File: config.mk
export PLATFORM = sky130hd
export DESIGN_NAME = adc_frame_rx
export DESIGN_NICKNAME = d
export VERILOG_FILES = /design/src/rtl/adc_frame_rx.sv
export SDC_FILE = /design/constraint.sdc
export NUM_CORES = 1
export LEC_CHECK = 0
export BUFFER_PORTS_ARGS = -buffer_cell sky130_fd_sc_hd__buf_2
export CORE_UTILIZATION = 34
export CTS_CLUSTER_SIZE = 25
export DETAILED_ROUTE_END_ITERATION = 16
export PLACE_DENSITY = 0.62
export SKIP_LAST_GASP = 1
export SYNTH_ARGS = -nofsm -noshare
export SYNTH_HDL_FRONTEND = slang
export SYNTH_SLANG_ARGS = --single-unit
File: constraint.sdc
create_clock -name clk -period 2 [get_ports clk]
set_input_delay 0.2 -clock clk [delete_from_list [all_inputs] [get_ports clk]]
set_output_delay 0.2 -clock clk [all_outputs]
set_load 0.005 [all_outputs]
File: src/rtl/adc_frame_rx.sv
// adc_frame_rx: frame controller and 4-lane deserializer for a pair of
// AD7352 dual-channel 12-bit ADCs. The ADC SCLK is clk. The ADCs launch data
// on the falling edge, and this block samples it on the rising edge.
// Each frame has the following layout:
//   - one leading zero;
//   - 12 data bits, MSB first;
//   - one trailing zero, sampled on the edge that raises ad_cs.
// The frame is followed by CS_HIGH quiet cycles.

module adc_frame_rx #(
  parameter int CS_HIGH = 2
) (
  input  logic        clk,
  input  logic        reset,
  input  logic        enable,
  output logic        ad_cs,
  input  logic [1:0]  ad_sdata_a,
  input  logic [1:0]  ad_sdata_b,
  output logic [11:0] vcap,
  output logic [11:0] icap,
  output logic [11:0] vout,
  output logic [11:0] iout,
  output logic        sample_valid,
  output logic        frame_err
);

  typedef enum logic [1:0] {
    IDLE  = 2'd0,
    CONV  = 2'd1,
    QUIET = 2'd2
  } state_t;

  // Last cnt value of QUIET: CS_HIGH high cycles counted from the edge that raised ad_cs.
  localparam logic [3:0] QUIET_LAST = 4'(CS_HIGH - 1);
  localparam logic [3:0] CONV_LAST  = 4'd13;

  state_t      state_r;
  state_t      state_s;
  logic [3:0]  cnt_r;
  logic [3:0]  cnt_s;
  logic        ad_cs_s;
  logic        lead_s;
  logic        shift_s;
  logic        end_s;
  logic        arm_r;
  logic        err_r;
  logic        any_one_s;
  logic [11:0] sh_vcap_r;
  logic [11:0] sh_icap_r;
  logic [11:0] sh_vout_r;
  logic [11:0] sh_iout_r;

  assign any_one_s = |{ad_sdata_a, ad_sdata_b};

  // After reset release, hold off the first frame for one full IDLE cycle.
  always_ff @(posedge clk or negedge reset) begin
    if (!reset) begin
      arm_r <= 1'b0;
    end else begin
      arm_r <= 1'b1;
    end
  end

  // State register, cycle counter and registered chip select.
  always_ff @(posedge clk or negedge reset) begin
    if (!reset) begin
      state_r <= IDLE;
      cnt_r   <= 4'd0;
      ad_cs   <= 1'b1;
    end else begin
      state_r <= state_s;
      cnt_r   <= cnt_s;
      ad_cs   <= ad_cs_s;
    end
  end

  // Next-state logic and the per-edge datapath controls.
  always_comb begin
    state_s = state_r;
    cnt_s   = cnt_r;
    ad_cs_s = 1'b1;
    lead_s  = 1'b0;
    shift_s = 1'b0;
    end_s   = 1'b0;
    case (state_r)
      IDLE: begin
        if (enable && arm_r) begin
          state_s = CONV;
          cnt_s   = 4'd0;
          ad_cs_s = 1'b0;
        end else begin
          state_s = IDLE;
          cnt_s   = 4'd0;
        end
      end
      CONV: begin
        if (cnt_r == CONV_LAST) begin
          // E14: trailing zero sampled, frame published, chip select raised.
          end_s   = 1'b1;
          state_s = QUIET;
          cnt_s   = 4'd0;
          ad_cs_s = 1'b1;
        end else begin
          ad_cs_s = 1'b0;
          cnt_s   = cnt_r + 4'd1;
          if (cnt_r == 4'd0) begin
            lead_s = 1'b1;
          end else begin
            shift_s = 1'b1;
          end
        end
      end
      QUIET: begin
        if (cnt_r == QUIET_LAST) begin
          cnt_s = 4'd0;
          if (enable) begin
            state_s = CONV;
            ad_cs_s = 1'b0;
          end else begin
            state_s = IDLE;
          end
        end else begin
          cnt_s = cnt_r + 4'd1;
        end
      end
      default: begin
        state_s = IDLE;
        cnt_s   = 4'd0;
      end
    endcase
  end

  // Framing-zero checks: a leading 1 sets the error bit, and the trailing zero is folded in at E14.
  always_ff @(posedge clk or negedge reset) begin
    if (!reset) begin
      err_r <= 1'b0;
    end else if (lead_s) begin
      err_r <= any_one_s;
    end else begin
      err_r <= err_r;
    end
  end

  // MSB-first shift registers, one per ADC lane.
  always_ff @(posedge clk or negedge reset) begin
    if (!reset) begin
      sh_vcap_r <= 12'd0;
      sh_icap_r <= 12'd0;
      sh_vout_r <= 12'd0;
      sh_iout_r <= 12'd0;
    end else if (shift_s) begin
      sh_vcap_r <= {sh_vcap_r[10:0], ad_sdata_b[1]};
      sh_icap_r <= {sh_icap_r[10:0], ad_sdata_b[0]};
      sh_vout_r <= {sh_vout_r[10:0], ad_sdata_a[1]};
      sh_iout_r <= {sh_iout_r[10:0], ad_sdata_a[0]};
    end else begin
      sh_vcap_r <= sh_vcap_r;
      sh_icap_r <= sh_icap_r;
      sh_vout_r <= sh_vout_r;
      sh_iout_r <= sh_iout_r;
    end
  end

  // Publish the codes and strobes at the end of each frame; the codes hold between frames.
  always_ff @(posedge clk or negedge reset) begin
    if (!reset) begin
      vcap         <= 12'd0;
      icap         <= 12'd0;
      vout         <= 12'd0;
      iout         <= 12'd0;
      sample_valid <= 1'b0;
      frame_err    <= 1'b0;
    end else if (end_s) begin
      vcap         <= sh_vcap_r;
      icap         <= sh_icap_r;
      vout         <= sh_vout_r;
      iout         <= sh_iout_r;
      sample_valid <= 1'b1;
      frame_err    <= err_r | any_one_s;
    end else begin
      sample_valid <= 1'b0;
      frame_err    <= 1'b0;
    end
  end

endmodule

==> results of run 1 <==
==> worst paths after layout <==
check                              start             to  depth (start not counted)
max                             cnt_r[0]   sh_vout_r[4]                          6
min                        ad_sdata_a[1]   sh_vout_r[0]                          2
max reg2reg                     cnt_r[0]   sh_vout_r[4]                          6
min reg2reg                sh_iout_r[11]  sh_iout_r[11]                          1
max in group asynchronous          reset       vcap[11]                          3
min in group asynchronous          reset   sh_vcap_r[4]                          2
==> repair_timing <==
item	in CTS	in global routing
hold endpoints to repair	23	0
buffers inserted	0	0
hold buffers	1	0
==> flip-flops by register name, indices dropped and copies added (netlist names), 2 cells and up <==
| name | cells |
|---|---|
| cnt_r | 4 |
| icap | 12 |
| iout | 12 |
| sh_icap_r | 12 |
| sh_iout_r | 12 |
| sh_vcap_r | 12 |
| sh_vout_r | 12 |
| state_r | 2 |
| vcap | 12 |
| vout | 12 |
==> logic make-up after synthesis <==
| kind of cell | after synthesis | share of synthesized area, % |
|---|---|---|
| fa+ha+maj | 7 | 2.076 |
| xor+xnor | 2 | 0.4153 |
| buf+inv | 20 | 3.410 |
| other cells | 1 | 0.08888 |
| compound gates | 7 | 1.216 |
| mux | 99 | 26.36 |
| simple gates | 22 | 2.936 |
| flops | 107 | 63.49 |
==> stage by stage <==
stage	utilization [%]	setup WS, ps	cell area [µm²]	hold WS, ps
floorplan	-	241.8	4219	-95.59
global placement	39.14	204.5	4721	140.8
detailed placement	39.14	173.9	4721	147.0
CTS	41.61	167.1	5019	112.7
global route	41.61	85.83	5019	126.9
finish	41.61	184.3	5019	118.1
==> cell usage in the layout (no fill, tap or decap), types with 2 or more instances in the layout <==
cell type   synthesis  routed
nor2_1              7       7
buf_12              0       5
nand2b_1            2       2
dfrtp_1           106     106
xnor2_1             2       2
inv_1               8       8
clkbuf_16           0       9
mux2i_1             2       2
clkinvlp_4          0       2
nand3_1             5       5
mux2_2             72      72
ha_1                7       7
a21oi_1             3       3
buf_2               1      56
mux2_1             25      25
buf_4               2       2
==> area by class of cell <==
| class | instances | area, µm² |
|---|---|---|
| fillers | 1143 | 7043 |
| flip-flops and latches | 107 | 2679 |
| multi-input cells | 138 | 1406 |
| repair buffers | 64 | 405.4 |
| clock buffers | 10 | 239.0 |
| well taps | 168 | 210.2 |
| clock inverters | 6 | 48.80 |
| inverters | 8 | 30.03 |
==> power breakdown <==
group | switching, mW | internal [mW] | leakage (nW)
Clock | 0.772 | 0.891 | 0.137
Sequential | 0.225 | 2.50 | 1.26
Combinational | 0.168 | 0.285 | 0.843
==> per-layer routing <==
layer / part of all wire [%] / vias up / wire [µm] / global-route usage (%)
li1: - / 1048 / - / -
met1: 45 / 1175 / 3025 / 13.77
met2: 50 / 42 / 3362 / 18.85
met3: 3.6 / 6 / 244 / 3.029
met4: 1.5 / 0 / 101 / 4.474
met5: 0 / - / 0 / 0
==> reports/metrics.cfg, run 1 <==
[critical_path]
worst-path-buf-inv = 3
critPathMaxFanout = 28
cpLargestDelayFamily = flip-flops
slowest_delay_ps = 430
r2r_slack_ps = 180
end_kind = register
cp_common_cell = inv_1
cp.arrival_ps = 2040
cp.required_ps = 2220
path_cells = inv_1, ha_1, inv_1, o311ai_4, buf_12, mux2_2
crit_type = register to register
critPathSlowestCell = dfrtp_1
critPathLaunchType = register

[synth]
syn_nets = 279
synth_top_area_cell = dfrtp_1
synth_most_common_cell = dfrtp_1
synthCells = 265
synth.top_cell.area_share_pct = 62.87
synth-edff-count = 0
synth.distinct_cells = 29
synth-seq-area-share_pct = 63.49
async_flop_share_pct = 100.0
synth_ff_type = dfrtp_1
synthTopCellsByCount = dfrtp_1 (106), mux2_2 (72), mux2_1 (25), buf_6 (8), inv_1 (8)
synthTopCellsByArea = dfrtp_1 (63%), mux2_2 (19%), mux2_1 (6.7%)
ys_ff_latch = 107
ys_warn_count = 0
netlist_area_um2 = 4219
avgSynthCellArea_um2 = 15.92

[floorplanning]
core_um2 = 12060
die_area_um2 = 12860
initial_utilization_pct = 34.98
die_w_um = 113.4
io_pins = 58
rows = 40
fp.dieH_um = 113.4

[cts]
cts_buffers = 9
clk_latency_ps = 340
htreeDepth = 3
clkSinkCount = 107
cts_tree = done
ctsResizeCount = 0
clock-root-buffer = clkbuf_16
clkTransAtPathRegs_ps = 70
cts_buffer_depth = 2

[pwr]
ir_drop_mv = 0.4467
power_density_nw_per_um2 = 965.7
leakage_nw = 2.241
total_power_mw = 4.846

[routing]
drt.antenna.violating_nets = 0
route.detailed.wl_per_inst_um = 13.44
num_vias = 2271
drt_pass1_iterations = 4
drt_iter0_drc = 102
wl_um = 6734
drc = 0
vias_per_cell = 4.533

[placed_design]
gp_congestion = 0.6870
numPortBuffers = 57
dp_hpwl_um = 4560
place_inst = 484

[finish]
stdcell_count = 501
layout.nets = 342
drive_above_1_share_pct = 46.85
area_delta_synth_final_pct = 18.95
diodes = 0

[run_status]
status = completed

[global_route]
grt_pass1_wl_um = 11140
antenna_found_initial = 0
grt_max_degree = 61
grt.overflow.total = 0
grt_pass1_vias = 2258
grt_usage_pct = 11.22

[sta]
maxSlewViolCount = 0
max_clock_freq_ghz = 0.5507
rsz0062_at_grt = no
finClkSkew_ps = 10.55
final.period_utilization_pct = 90.79
hold_viol_final = 0
period_minus_slack_ps = 1816
setup_viol = 0
finalSetupTns_ps = 0

[worst_hold_path]
hold_path_class = input pin to register

[flow_run]
cap_violations = 0

(Power assumes the default switching activity.)
==> run 2: changes to the inputs <==
PLACE_DENSITY = unset   (was 0.62)
==> run 2 against run 1 <==
Net effect: total power rose by 1.6%; register-to-register slack barely moved; sequential share of layout area fell by 0.13 points; critical path type unchanged; die area did not move; critical endpoint is now iout[7]; flip-flop and latch count did not move; non-clock buffer count rose by 1; design area rose by 0.25%; fmax fell by 0.39%; utilization rose by 0.10 points; critical path depth did not move; first-iteration DRC count fell by 18%.
==> reports/metrics.cfg, run 2 (synthesis gave the netlist of run 1 again) <==
[run_status]
status = completed

[sta]
rsz0062_at_grt = no
hold_viol_final = 0  ; unchanged
finalSetupTns_ps = 0  ; unchanged
setup_viol = 0  ; unchanged
maxSlewViolCount = 0  ; unchanged
period_minus_slack_ps = 1823  ; +7.048 ps
final.period_utilization_pct = 91.14  ; +0.35 points
finClkSkew_ps = 7.608  ; -2.943 ps
max_clock_freq_ghz = 0.5486  ; -0.39%
worstMarginPinSlew_ps = 540.8
slew-limit-headroom_pct = 63.94

[pwr]
total_power_mw = 4.926  ; +1.6%
ir_drop_mv = 0.4430  ; -0.83%
power_density_nw_per_um2 = 979.0  ; +1.4%
leakage_nw = 2.247  ; +0.30%

[worst_hold_path]
hp-start = ad_sdata_a[1]
hold_path_depth = 2  ; unchanged
holdPathEnd = sh_vout_r[0]
hold_path_class = input pin to register

[finish]
regArea_um2 = 2679  ; unchanged
drive_above_1_share_pct = 46.71  ; -0.14 points
layout.nets = 343  ; +0.29%
mostFrequentLayoutCells = dfrtp_1 (106), mux2_2 (72), buf_2 (56), mux2_1 (25), clkbuf_16 (9)
post-route-util_pct = 41.71  ; +0.10 points
area_delta_synth_final_pct = 19.25
diodes = 0  ; unchanged
fillers = 1125  ; -1.6%
layout_commonest_cell = dfrtp_1
multi_input_comb_area_um2 = 1406  ; unchanged

[critical_path]
critPathMaxFanout = 27  ; -3.6%
cp.required_ps = 2220  ; about the same
crit_type = register to register
worstRegToRegCells = 6  ; unchanged
end_kind = register
critPathLaunchType = register
timing.rr.end = iout[7]
r2r_slack_ps = 180  ; about the same
cp.arrival_ps = 2040  ; about the same
reg2reg_from = state_r[1]

[cts]
htreeDepth = 3  ; unchanged
cts_hold_buffers = 1  ; unchanged
clkSinkCount = 107  ; unchanged
cts_tree = done
ctsResizeCount = 0  ; unchanged
cts_buffer_depth = 2  ; unchanged
cts_buffers = 9  ; unchanged
clock-root-buffer = clkbuf_16
clkTransAtPathRegs_ps = 70  ; about the same
clk_latency_ps = 340  ; about the same
cts_setup_buffers = 0  ; unchanged

[routing]
drt.antenna.violating_nets = 0  ; unchanged
num_vias = 2275  ; +0.18%
drt_iter0_drc = 84  ; -18%
drt_pass1_iterations = 4  ; unchanged
drc = 0  ; unchanged
route.detailed.wl_per_inst_um = 13.93  ; +3.6%
wl_um = 6993  ; +3.8%
vias_per_cell = 4.532  ; about the same

[floorplanning]
die_w_um = 113.4  ; unchanged
fp.dieH_um = 113.4  ; unchanged
rows = 40  ; unchanged
core_um2 = 12060  ; unchanged
die_area_um2 = 12860  ; unchanged
io_pins = 58  ; unchanged
initial_utilization_pct = 34.98  ; unchanged

[global_route]
grt_pass1_vias = 2401  ; +6.3%
grt_usage_pct = 12.16  ; +0.94 points
grt.overflow.total = 0  ; unchanged
grt_pass1_wl_um = 12010  ; +7.7%
antenna_found_initial = 0  ; unchanged
grt_max_degree = 42  ; -31%

[placed_design]
dp_hpwl_um = 4634  ; +1.6%
gp_congestion = 0.7925  ; +15%
numPortBuffers = 57  ; unchanged

[flow_run]
cap_violations = 0  ; unchanged

[run 2: layer usage]
metal	track usage, %	vias to the layer above	wire length (µm)	share of wire (%)
met5	0	-	0	0
li1	-	1051	-	-
met2	19.92	41	3403	49
met1	14.92	1177	3197	46
met4	5.526	0	82	1.2
met3	3.560	6	309	4.4
[run 2: power breakdown]
| group | internal [mW] | total [mW] | switching [mW] |
|---|---|---|---|
| combinational | 0.287 | 0.459 | 0.172 |
| clock | 0.972 | 1.74 | 0.769 |
| sequential | 2.50 | 2.73 | 0.221 |
[run 2: worst max-delay path, stage by stage, from the launching register on]
cell     delay (ps)
dfrtp_1         390
inv_1            90
ha_1            260
and3_1          260
nand2_2         130
buf_12          200
mux2_2          360
[run 2: cell type report]
class / instances / share of cell area, %
timing repair buffer: 65 / 8.207
multi-input combinational: 138 / 27.95
tap: 168 / 4.178
clock buffer: 10 / 4.551
sequential: 107 / 53.25
inverter: 8 / 0.5969
clock inverter: 6 / 1.268
[run 2: per-stage QoR]
stage | worst slack, ps | instances | hold slack (ps) | instance area (µm²)
global route | 51.69 | 502 | 131.6 | 5031
detailed placement | 183.8 | 485 | 232.3 | 4728
finish | 177.2 | 502 | 113.5 | 5031
global placement | 199.3 | 485 | 227.4 | 4728
CTS | 164.9 | 502 | 110.7 | 5031
floorplan | 241.8 | 265 | -95.59 | 4219
[run 2: worst max-delay path by stage]
stage,from,end,slack (ps),cells after the start
2_1_floorplan,cnt_r[0],sh_icap_r[11],240,7
4_1_cts,cnt_r[0],sh_icap_r[6],160,6
5_1_grt,state_r[1],vout[8],50,6
6_report,state_r[1],iout[7],180,6
3_5_place_dp,cnt_r[0],sh_icap_r[6],180,6
3_3_place_gp,cnt_r[0],sh_vout_r[6],200,6
